`src/rtl/serial_frame_receiver_if.sv`:
```
// rtl/serial_frame_receiver_if.sv - serial sample stream in, decoded status byte out
interface serial_frame_receiver_if;
    logic       sdata;
    logic       en;
    logic [7:0] io_out;

    modport master (output sdata, output en, input io_out);
    modport slave  (input sdata, input en, output io_out);
endinterface

```
`src/rtl/serial_frame_receiver.sv`:
```
// rtl/serial_frame_receiver.sv - frame aligner and 5-bit payload extractor for 13-bit sync frames
module serial_frame_receiver #(
    parameter int CONFIRM  = 1,
    parameter int MISS_MAX = 2
) (
    input  logic                          clk,
    input  logic                          rst_n,
    serial_frame_receiver_if.slave        bus
);

    typedef enum logic [1:0] {
        S_HUNT    = 2'd0,
        S_CONFIRM = 2'd1,
        S_LOCKED  = 2'd2
    } state_t;

    state_t      state_q,       state_d;
    logic [12:0] window_q,      window_d;
    logic [3:0]  phase_q,       phase_d;
    logic [3:0]  confirm_cnt_q, confirm_cnt_d;
    logic [3:0]  miss_cnt_q,    miss_cnt_d;
    logic [4:0]  payload_q,     payload_d;
    logic        frame_valid_q, frame_valid_d;
    logic        err_q,         err_d;

    logic        match;
    logic        frame_end;
    logic [4:0]  window_payload;

    // Register update; reset clears everything regardless of en
    always_ff @(posedge clk) begin
        if (!rst_n) begin
            state_q       <= S_HUNT;
            window_q      <= '0;
            phase_q       <= '0;
            confirm_cnt_q <= '0;
            miss_cnt_q    <= '0;
            payload_q     <= '0;
            frame_valid_q <= 1'b0;
            err_q         <= 1'b0;
        end else begin
            state_q       <= state_d;
            window_q      <= window_d;
            phase_q       <= phase_d;
            confirm_cnt_q <= confirm_cnt_d;
            miss_cnt_q    <= miss_cnt_d;
            payload_q     <= payload_d;
            frame_valid_q <= frame_valid_d;
            err_q         <= err_d;
        end
    end

    // Shift in a sample, test the sync pattern and advance the alignment FSM
    always_comb begin
        state_d        = state_q;
        window_d       = window_q;
        phase_d        = phase_q;
        confirm_cnt_d  = confirm_cnt_q;
        miss_cnt_d     = miss_cnt_q;
        payload_d      = payload_q;
        frame_valid_d  = 1'b0;
        err_d          = err_q;
        match          = 1'b0;
        frame_end      = 1'b0;
        window_payload = '0;

        if (bus.en) begin
            window_d = {window_q[11:0], bus.sdata};
            // Sync bits: f0..f2 = 110 sit in the oldest slots, f8..f12 = 01011 in the newest
            match = (window_d[12:10] == 3'b110) && (window_d[4:0] == 5'b01011);
            // d1 arrived first so it sits highest in the window; reverse into payload[0]
            window_payload = {window_d[5], window_d[6], window_d[7], window_d[8], window_d[9]};
            frame_end = (phase_q == 4'd12);

            unique case (state_q)
                S_HUNT: begin
                    if (match) begin
                        state_d       = S_CONFIRM;
                        phase_d       = '0;
                        confirm_cnt_d = '0;
                    end
                end
                S_CONFIRM: begin
                    if (frame_end) begin
                        phase_d = '0;
                        if (match) begin
                            if (confirm_cnt_q + 4'd1 == 4'(CONFIRM)) begin
                                state_d       = S_LOCKED;
                                confirm_cnt_d = '0;
                                miss_cnt_d    = '0;
                                payload_d     = window_payload;
                                frame_valid_d = 1'b1;
                            end else begin
                                confirm_cnt_d = confirm_cnt_q + 4'd1;
                            end
                        end else begin
                            state_d = S_HUNT;
                        end
                    end else begin
                        phase_d = phase_q + 4'd1;
                    end
                end
                S_LOCKED: begin
                    if (frame_end) begin
                        phase_d = '0;
                        if (match) begin
                            payload_d     = window_payload;
                            frame_valid_d = 1'b1;
                            miss_cnt_d    = '0;
                        end else if (miss_cnt_q + 4'd1 == 4'(MISS_MAX)) begin
                            state_d    = S_HUNT;
                            err_d      = 1'b1;
                            miss_cnt_d = '0;
                        end else begin
                            miss_cnt_d = miss_cnt_q + 4'd1;
                        end
                    end else begin
                        phase_d = phase_q + 4'd1;
                    end
                end
                default: begin
                    state_d = S_HUNT;
                end
            endcase
        end
    end

    // Status byte: {err, frame_valid, locked, payload}
    always_comb begin
        bus.io_out = {err_q, frame_valid_q, (state_q == S_LOCKED), payload_q};
    end

endmodule
```
`src/flat_wrapper.sv`:
```
// flat-port wrapper written by rule: the top's interface ports become plain ports
module serial_frame_receiver_flat 
#(
    parameter int CONFIRM  = 1,
    parameter int MISS_MAX = 2
)
  (clk, rst_n, bus_sdata, bus_en, bus_io_out);
  serial_frame_receiver_if bus_i ();
  input  logic clk;
  input  logic rst_n;
  input wire logic [$bits(bus_i.sdata)-1:0] bus_sdata;
  input wire logic [$bits(bus_i.en)-1:0] bus_en;
  output wire logic [$bits(bus_i.io_out)-1:0] bus_io_out;
  assign bus_i.sdata = bus_sdata;
  assign bus_i.en = bus_en;
  assign bus_io_out = bus_i.io_out;
  serial_frame_receiver #(.CONFIRM(CONFIRM), .MISS_MAX(MISS_MAX)) u_core (.clk(clk), .rst_n(rst_n), .bus(bus_i));
endmodule
```
`config.mk`:
```
export PLATFORM = sky130hd
export DESIGN_NAME = serial_frame_receiver_flat
export DESIGN_NICKNAME = d
export VERILOG_FILES = /design/src/rtl/serial_frame_receiver_if.sv /design/src/rtl/serial_frame_receiver.sv /design/src/flat_wrapper.sv
export SDC_FILE = /design/constraint.sdc
export NUM_CORES = 1
export LEC_CHECK = 0
export CORE_ASPECT_RATIO = 2
export CORE_MARGIN = 2
export CORE_UTILIZATION = 55
export CTS_BUF_LIST = sky130_fd_sc_hd__clkbuf_2
export DETAILED_ROUTE_END_ITERATION = 6
export PLACE_DENSITY_LB_ADDON = 0.12
export SYNTH_ARGS = -nofsm -noshare
export SYNTH_HDL_FRONTEND = slang
export SYNTH_SLANG_ARGS = --single-unit
```
`constraint.sdc`:
```
create_clock -name clk -period 1.8 [get_ports clk]
set_input_delay 0.36 -clock clk [delete_from_list [all_inputs] [get_ports clk]]
set_output_delay 0.36 -clock clk [all_outputs]
set_load 0.05 [all_outputs]
```
Word-level counts from Yosys, hierarchy flattened. Index checks and enable logic that the tools add are counted.

Output and inout bits: 8. Bits in read-only memories: 0. Memory bits (writable): 0. Latch bits: 0. Memories: 0. Input port bits: 4. Flip-flop bits (word level): 33.

Multipliers: 0. Reduce and logical (&&, ||, !) cells: 13. Equal/unequal tests: 16. Divide/modulo/power cells: 0. Order comparisons: 0. Shift operators: 0. $add $sub $neg: 3. Mux-type cells: 34. Bitwise operators: 1.

Operators by type and width (count): 4-bit two-way mux (11); 5-bit two-way mux (5); 4-bit one-hot mux with 2 select lines (3); 2-bit two-way mux (7); 2-bit by 1-bit inequality test with 1-bit output (second input constant) (7); 7-bit AND reduction (2); 4-bit by 1-bit adder with 4-bit output (second input constant) (3); 5-bit one-hot mux with 2 select lines (1); 5-bit AND reduction (2); 2-bit one-hot mux with 3 select lines (1); 6-bit AND reduction (1); 2-bit nonzero test (3); 5-bit by 4-bit equality test with 1-bit output (second input constant) (1); 1-bit two-way mux (5); 4-bit by 1-bit equality test with 1-bit output (second input constant) (1); 4-bit by 2-bit equality test with 1-bit output (second input constant) (1); 4-bit equality test (second input constant) (1); 3-bit equality test (second input constant) (1); 3-bit inequality test (second input constant) (1); 3-bit AND reduction (1); 2-bit by 1-bit equality test with 1-bit output (second input constant) (1); 2-bit equality test (second input constant) (1); 2-bit zero test (1); 2-bit inequality test (second input constant) (1); other kinds (5) (5).

Logic depth before layout (Yosys ltp).
Word-level depth: 6. Gate-level depth with buffers: 8. Gate-level depth less buffers: 7.

Worst setup path after synthesis. No wires, ideal clock.

Path type: flip-flop to flip-flop. Start: register u_core.confirm_cnt_q[0]. End: register u_core.miss_cnt_q[3]. Period minus slack after synthesis: 1826 ps. Cell stages (with the launch flop): 7. Arrival: 1708 ps. Slack: -26 ps. Cell sequence: dfxtp_1 > ha_1 > or4b_4 > o31ai_4 > nand2_2 > a21o_1 > o221a_1.

Longest elaborated chain between the ends: 4.

Ends and longest elaborated chain: start: declaration (line serial_frame_receiver.sv:20) `logic [3:0] confirm_cnt_q, confirm_cnt_d;`; start signal: assignment (line serial_frame_receiver.sv:45) `confirm_cnt_q <= confirm_cnt_d;`; 4-bit by 1-bit adder with 4-bit output (line serial_frame_receiver.sv:87) `if (confirm_cnt_q + 4'd1 == 4'(CONFIRM)) begin`; 4-bit by 1-bit equality test with 1-bit output (line serial_frame_receiver.sv:87); 2-bit by 1-bit inequality test with 1-bit output (no source line); 6-bit AND reduction (no source line); end signal: assignment (line serial_frame_receiver.sv:46) `miss_cnt_q <= miss_cnt_d;`; end: declaration (line serial_frame_receiver.sv:21) `logic [3:0] miss_cnt_q, miss_cnt_d;`.

No other way between the ends. A chain may end at the register's enable or synchronous reset.

Final worst setup path.
Start: register u_core.confirm_cnt_q[0]. End: register u_core.payload_q[1].

Longest elaborated chain between the ends: 4.

Ends and longest elaborated chain: 4-bit by 1-bit adder with 4-bit output (line serial_frame_receiver.sv:87); 4-bit by 1-bit equality test with 1-bit output (line serial_frame_receiver.sv:87); 2-bit by 1-bit inequality test with 1-bit output (no source line); 7-bit AND reduction (no source line); end signal: assignment (line serial_frame_receiver.sv:47) `payload_q <= payload_d;`; end: declaration (line serial_frame_receiver.sv:22) `logic [4:0] payload_q, payload_d;`.

No other way between the ends.

==> impl_metrics.env <==
export IMPL_gp_congestion=0.8328
export IMPL_end_kind="flop"
export IMPL_clockBufferDepth=2
export IMPL_synthTopCellsByArea="dfxtp_1, mux2i_1, ha_1, nor2b_1, nand2_1"
export IMPL_irDropWorstVdd_mv=0.9116
export IMPL_hp_class="flop to flop"
export IMPL_fin_setup_tns_ps=-355.1
export IMPL_io_pins=12
export IMPL_drc=0
export IMPL_p_per_area_nw_per_um2=561.9
export IMPL_grt_max_degree=27
export IMPL_via_count=1478
export IMPL_diodes=0
export IMPL_layout_worst_path_cycle_share_pct=104.0
export IMPL_drive_gt1_share_pct=28.70
export IMPL_syn_area_um2=1800
export IMPL_cts_tree="built"
export IMPL_cts_sinks=33
export IMPL_syn_area_per_cell_um2=9.233
export IMPL_synth_edf_count=0
export IMPL_fmax_mhz=534.0
export IMPL_cp_arrival_ps=2170
export IMPL_period_minus_slack_ps=1873
export IMPL_core_area_um2=3157
export IMPL_timing_final_ws_setup_ps=-72.58
export IMPL_outcome="finished with violations"
export IMPL_start_kind="flop"
export IMPL_final_hold_violation_count=0
export IMPL_synth_top_cell_area_share_pct=36.69
export IMPL_hold_buffers=0
export IMPL_finalClockSkew_ps=35.01
export IMPL_grt_pass1_wl_um=6334
export IMPL_post_route_util_pct=71.30
export IMPL_synth_seq_area_share_pct=36.69
export IMPL_placementRows=29
export IMPL_synth_nets=208
export IMPL_area_growth_pct=25.02
export IMPL_viasPerCell=5.819
export IMPL_cts_made_buffers=5
export IMPL_drt_iter0_markers=33
export IMPL_path_clk_slew_ps=200
export IMPL_grt_antenna_before_repair=0
export IMPL_relSlewSlack_pct=72.16
export IMPL_synth_area_leader_cell="dfxtp_1"
export IMPL_fillCellCount=248
export IMPL_drv_slew=0
export IMPL_ys_warn_count=0
export IMPL_ctsRootBufferMaster="clkbuf_2"
export IMPL_synth_commonest_cells="dfxtp_1, nand2_1, mux2i_1"
export IMPL_rsz0062_at_grt="yes"
export IMPL_worst_pin_slew_ps=413.8
export IMPL_die_area_um2=3775
export IMPL_ys_async_sr_fraction_pct=0
export IMPL_drt_total_wl_um=3811
export IMPL_p_leak_nw=0.8714
export IMPL_htree_levels=2
export IMPL_dp_hpwl_um=2764
export IMPL_violations="setup timing"
export IMPL_grt_pass1_vias=1458
export IMPL_synth_cells=195
export IMPL_start_util_pct=57.04
export IMPL_final_nets=236
export IMPL_die_h_um=84.92
export IMPL_synth_top_flop_cell="dfxtp_1"
export IMPL_portBuffers=11
export IMPL_cp_max_fo=5
export IMPL_wl_per_cell_um=15.00
export IMPL_ys_ff_latch=33
export IMPL_cp_required_ps=2100
export IMPL_die_w_um=44.46
export IMPL_grt_overflow=0
export IMPL_ys_types=47
export IMPL_clk_latency_ps=380
export IMPL_yosysMostFrequentCell="dfxtp_1"
export IMPL_dr_pass1_iters=4
export IMPL_setup_viol=6
export IMPL_gr_usage_all_layers_pct=22.09
export IMPL_cap_violations=0
export IMPL_crit_type="flop to flop"
export IMPL_ant_nets=0
final timing paths:
check | start | end | slack (ps) | cells after the start
setup / recovery | u_core.confirm_cnt_q[0] | u_core.payload_q[1] | -70 | 7
hold reg to reg | u_core.payload_q[0] | u_core.payload_q[0] | 470 | 2
hold / removal | u_core.payload_q[0] | u_core.payload_q[0] | 470 | 2
setup reg to reg | u_core.confirm_cnt_q[0] | u_core.payload_q[1] | -70 | 7
metrics by stage:
| stage | cells | power, mW | cell area, µm² | hold slack, ps | worst slack [ps] |
|---|---|---|---|---|---|
| floorplan | 195 | 0.7837 | 1805 | 441.8 | 9.589 |
| global placement | 246 | 0.8010 | 2054 | 444.7 | -228.2 |
| detailed placement | 246 | 0.8029 | 2054 | 446.8 | -280.3 |
| CTS | 254 | 1.267 | 2158 | 475.1 | -76.09 |
| global route | 254 | 1.305 | 2251 | 499.9 | -158.0 |
| finish | 254 | 1.265 | 2251 | 471.3 | -72.58 |
power by group:
group          total [mW]  internal, mW  leakage [nW]  switching [mW]
combinational      0.0537        0.0271         0.562          0.0266
clock               0.481         0.226        0.0388           0.255
sequential          0.730         0.728         0.270         0.00216
critical path, cell delays in order (launching register included):
cell and delay, ps:
dfxtp_4 410, ha_4 170, or4b_4 490, o31ai_4 110, mux2i_4 130, nor3_4 160, buf_12 140, mux2i_1 170
layer usage:
layer / GRT usage [%] / vias up / share of wire (%) / wire length (µm)
li1: - / 746 / - / -
met1: 23.39 / 705 / 39 / 1491
met2: 40.91 / 22 / 57 / 2163
met3: 4.468 / 5 / 2.7 / 104
met4: 7.438 / 0 / 1.4 / 52
met5: 0 / - / 0 / 0
logic make-up (layout without fill, tap and decap cells):
family | after synthesis | count (layout) | synth area share [%]
and+or+nand+nor | 82 | 82 | 26.76
DFF | 33 | 33 | 36.69
AOI/OAI and AO/OA | 31 | 31 | 13.06
muxes | 22 | 22 | 12.93
buffers and inverters | 18 | 46 | 4.308
adders and majority gates | 9 | 9 | 6.254
cell usage in the layout (no fill, tap or decap), drive strengths merged, types with 2 or more instances in the layout:
cell / instances
dfxtp: 33
buf: 28
nand2: 27
mux2i: 22
nor2b: 17
ha: 9
inv: 8
nand3: 7
o21ai: 7
a21boi: 7
clkbuf: 5
nor4: 5
a21o: 3
nand3b: 3
and3: 3
nor2: 3
clkdlybuf4s50: 3
nor3: 3
and2: 2
a21bo: 2
a31oi: 2
a21oi: 2
o31ai: 2
o2111ai: 2
layout make-up:
type,count,area [µm²],share of cell area [%]
repair buffers,31,265.3,11.78
inverters,8,32.53,1.445
clock buffers,5,25.02,1.112
flip-flops and latches,33,678.2,30.13
well taps,31,38.79,1.723
clock inverters,2,35.03,1.556
multi-input cells,144,1176,52.25
repair_timing:
action / 4_1_cts / 5_1_grt
setup endpoints to repair: 10 / 17
setup buffers: 1 / 0
pin swaps: 4 / 1
gates resized for setup: 9 / 20
registers in the layout, indices dropped and copies added, names as in the netlist:
name	cells
u_core.confirm_cnt_q	4
u_core.window_q	12
u_core.payload_q	5
u_core.phase_q	4
u_core.state_q	2
u_core.err_q	1
u_core.miss_cnt_q	4
u_core.frame_valid_q	1
Note: power is estimated with default switching activity, not from simulation.
